File: config.mk
export PLATFORM = sky130hd
export DESIGN_NAME = universal_shift_engine
export DESIGN_NICKNAME = d
export VERILOG_FILES = /design/src/rtl/universal_shift_engine.sv
export SDC_FILE = /design/constraint.sdc
export NUM_CORES = 1
export LEC_CHECK = 0
export ABC_AREA = 1
export CORE_ASPECT_RATIO = 1.1
export CORE_UTILIZATION = 45
export CTS_CLUSTER_DIAMETER = 120
export CTS_CLUSTER_SIZE = 14
export DETAILED_ROUTE_END_ITERATION = 12
export HOLD_SLACK_MARGIN = 0.05
export PLACE_DENSITY = 0.74
export SLEW_MARGIN = 20
export SYNTH_ARGS = -nofsm -noshare
export SYNTH_HDL_FRONTEND = slang
export SYNTH_SLANG_ARGS = --single-unit
File: constraint.sdc
create_clock -name clk -period 4 [get_ports clk]
set_clock_uncertainty 0.2 [all_clocks]
set_input_delay 0.6 -clock clk [delete_from_list [all_inputs] [get_ports clk]]
set_output_delay 0.6 -clock clk [all_outputs]
set_load 0.05 [all_outputs]
File: src/rtl/universal_shift_engine.sv
// Sequenced shift/rotate engine: one request loads, holds, or shifts/rotates q one bit per clock.
// A request is taken only while idle; done pulses for one cycle when the operation finishes.
module universal_shift_engine #(
   parameter int WIDTH = 8,
   parameter int AMT_W = 4
) (
   input  logic             clk,
   input  logic             rst,
   input  logic             start,
   input  logic [2:0]       mode,
   input  logic [AMT_W-1:0] amt,
   input  logic [WIDTH-1:0] din,
   input  logic             sin_l,
   input  logic             sin_r,
   output logic [WIDTH-1:0] q,
   output logic             sout,
   output logic             busy,
   output logic             done
);

   typedef enum logic [1:0] {IDLE, RUN, DONE} state_t;

   localparam logic [2:0] M_LOAD = 3'd1;
   localparam logic [2:0] M_SHL  = 3'd2;
   localparam logic [2:0] M_SHR  = 3'd3;
   localparam logic [2:0] M_ASR  = 3'd4;
   localparam logic [2:0] M_ROL  = 3'd5;
   localparam logic [2:0] M_ROR  = 3'd6;

   state_t           state, state_nxt;
   logic [2:0]       mode_r;
   logic [AMT_W-1:0] count;
   logic             accept;
   logic             is_shift;
   logic [WIDTH-1:0] shift_q;
   logic             shift_bit;

   assign accept   = (state == IDLE) && start;
   assign is_shift = (mode >= M_SHL) && (mode <= M_ROR);

   // One-bit step of the latched operation; fill bits are sampled live every edge.
   always_comb begin
      // NOTE: every always_comb output gets a default first so no path can infer a latch.
      shift_q   = q;
      shift_bit = sout;
      case (mode_r)
         M_SHL: begin shift_q = {q[WIDTH-2:0], sin_l};      shift_bit = q[WIDTH-1]; end
         M_SHR: begin shift_q = {sin_r, q[WIDTH-1:1]};      shift_bit = q[0];       end
         M_ASR: begin shift_q = {q[WIDTH-1], q[WIDTH-1:1]}; shift_bit = q[0];       end
         M_ROL: begin shift_q = {q[WIDTH-2:0], q[WIDTH-1]}; shift_bit = q[WIDTH-1]; end
         M_ROR: begin shift_q = {q[0], q[WIDTH-1:1]};       shift_bit = q[0];       end
         default: ;
      endcase
   end

   always_ff @(posedge clk) begin
      // NOTE: sequential state uses non-blocking assignments so every register sees pre-edge values.
      if (rst) state <= IDLE;
      else     state <= state_nxt;
   end

   always_comb begin
      state_nxt = state;
      busy      = (state != IDLE);
      done      = (state == DONE);
      case (state)
         IDLE: if (start) state_nxt = (is_shift && amt != '0) ? RUN : DONE;
         RUN:  if (count == AMT_W'(1)) state_nxt = DONE;
         DONE: state_nxt = IDLE;
         default: state_nxt = IDLE;
      endcase
   end

   always_ff @(posedge clk) begin
      if (rst) begin
         q      <= '0;
         sout   <= 1'b0;
         count  <= '0;
         mode_r <= '0;
      end else if (accept) begin
         mode_r <= mode;
         count  <= amt;
         if (mode == M_LOAD) q <= din;
      end else if (state == RUN) begin
         q     <= shift_q;
         sout  <= shift_bit;
         count <= count - AMT_W'(1);
      end
   end

endmodule

==> impl_results.md <==
- CP top delay family: buffers and inverters
- Post-DP HPWL: 2252 µm
- Hold Slack: ~0.3 ns
- Setup violators final: 0
- Dpl cells: 258
- Via count: 1299
- CP Capture Type: output pin
- Initial Util: 49.64%
- Async set-reset flop share out of synthesis: 0%
- Max-slew violations: 0
- Area grow syn2layout: 25.88%
- Multi-input gate area: 782.0 µm²
- Commonest non-fill, non-tap cell in the layout: nand2_1
- Slowest stage cell, crit path: clkdlybuf4s50_1
- Total Routing Usage GR: 21.40%
- CTS H-tree lvls: 1
- Hold buffer count at cts: 0
- Most used DFF post-synth: dfxtp_1
- Post-CTS setup buffers: 0
- Port buffer count: 30
- EDFF count, synth: 0
- Rows: 19
- Largest net degree at the start of global routing: 20
- Drc violations: 0
- Worst-Skew Late Latency: approximately 0.3 ns
- N_diodes: 0
- Fmax: 397.5 MHz
- Clock tree buffer depth: 2
- Util after Layout: 62.48%
- Syn Nets: around 230
- Post-synthesis register bit count: 18
- First-pass GRT wire length: 4871 µm
- Die area: 0.003077 mm²
- Synthesized area per cell: about 6.3 µm²
- Maxcap violations: 0
- # resized after CTS: 0
- Die height: around 58 µm
- Clk sinks: 18
- Placer Congestion: 0.8329
- Status: finished clean
- Most frequent cells in the layout: 61 x nand2_1, 30 x clkdlybuf4s50_1, 28 x nor2_1, 21 x inv_1, 18 x dfxtp_1
- CP Class: flop to output pin
- Iteration-0 DRC Markers: roughly 40
- Layout cells sized above 1: 11.69%
- Pre-CTS setup slack: between 1.5 and 2 ns
- Worst EP required: 3.20 ns
- CTS tree: built
- Die X: 52.98 µm
- WL/cell: approximately 11 µm
- Sequential share of the synthesized area: between 20 and 30%
- NumNets Final: 254
- CTS Buf Count: 3
- Routed vias/inst: between 4 and 5
- Post-synth cell types: 30
- Leakage power: between 0.7 and 0.8 nW
- CP Buf/Inv Count: 2
- Clock slew seen by the registers of the worst setup and hold paths: 0.11 ns
- Fin crit share: 62.89%
- Worst Slack Setup Final: 1.484 ns
- Worst-path fanout max: 5
- Crit path largest cell delay: ~0.8 ns
- Maximum VDD drop: 215.5 µV
- IO Pins: 31
- Core Area: 0.002591 mm²
- Final hold violation count: 0
- Vias in the first global route: 1119
- Drt pass-1 iters: 4
- Mapped Area: around 0.0013 mm²
- Mapped Cells: approximately 200
- Sequential cell area: 360.3 µm²
- Critical path arrival: 1.72 ns
- Worst-Margin Slew: 0.5017 ns
- Post-route ant nets: 0
- PD cells: 359.9 mW/mm²
- Slew Limit Headroom: 66.45%
- Critical Path Start Type: flop
- Root Driver: clkbuf_4
- Final Critical Period: between 2 and 3 ns
- Finished Layout Cells: 262
- Total gr overflow: 0
- Unrepaired setup endpoints after global routing: false
- Initial antenna violation count: 0
- WL final: ~3000 µm
- Setup TNS: 0 ns
- Critical path, cell by cell: nor2_2 > inv_1 > clkdlybuf4s50_1
- Hold Crit Class: flop to flop
- Fillcell total: roughly 260
- Synth Warn #: 0
## through the flow
stage | power, mW | cell area, µm²
5_1_grt | 0.6214 | 1619
3_5_place_dp | 0.4683 | 1583
3_3_place_gp | 0.4636 | 1583
6_report | 0.5827 | 1619
4_1_cts | 0.5861 | 1619
2_1_floorplan | 0.4012 | 1286
## kinds of logic (layout without fill, tap and decap cells)
kind of cell               Yosys count  count (layout)  synth area share [%]
AOI/OAI and AO/OA                   26              26                 11.19
adders and majority gates            2               2                 1.945
DFF                                 18              18                 28.02
and+or+nand+nor                    122             122                 46.30
xor gates and xnor gates             2               2                 1.362
buffers and inverters               33              61                 11.19
## layout make-up
cell class / instances / area share (%)
multi-input cells: 152 / 48.30
flip-flops and latches: 18 / 22.26
repair buffers: 30 / 18.55
inverters: 27 / 6.260
well taps: 31 / 2.396
clock buffers: 4 / 2.241
## cell usage after synthesis, types with 4 or more instances
cell type | number | area, µm²
nand3_1 | 11 | 55.05
nand4_1 | 4 | 25.02
nor2_1 | 28 | 105.1
inv_1 | 21 | 78.83
dfxtp_1 | 18 | 360.4
nand2_2 | 5 | 31.28
o21ai_0 | 4 | 20.02
a21oi_1 | 13 | 65.06
nand2_4 | 4 | 45.04
nand2_1 | 61 | 229.0
inv_2 | 5 | 18.77
## where the power goes
| part | total, mW | internal [mW] | switching, mW |
|---|---|---|---|
| Combinational | 0.242 | 0.0899 | 0.152 |
| Clock | 0.117 | 0.0555 | 0.0620 |
| Sequential | 0.223 | 0.199 | 0.0244 |
| Total | 0.583 | 0.344 | 0.239 |
## routing by layer
metal | up-vias | part of all wire, % | global-route usage (%)
li1 | 693 | - | -
met2 | 26 | 48 | 35.08
met4 | 0 | 0.57 | 7.895
met5 | - | 0 | 0
met3 | 2 | 4.6 | 3.150
met1 | 578 | 47 | 27.98
## path summary, 6_finish.rpt
kind / from / end / slack (ns) / depth (start not counted)
hold reg to reg: count[3] / count[3] / 0.31 / 2
setup reg to reg: mode_r[2] / q[6] / 2.31 / 8
setup / recovery: state[0] / busy / 1.48 / 3
hold / removal: count[3] / count[3] / 0.31 / 2
## worst reg2reg max path, stage by stage (launching register included)
cell	delay [ns]
dfxtp_1	0.57
inv_2	0.12
nand3_2	0.11
nand3_4	0.12
inv_2	0.15
nand2_1	0.07
a21oi_1	0.13
nor2_1	0.07
nor2_1	0.08
## registers in the layout, summed over array words and instances (netlist names)
name and count:
state 2, sout 1, count 4, mode_r 3, q 8
Power figures use the tool's default switching activity.
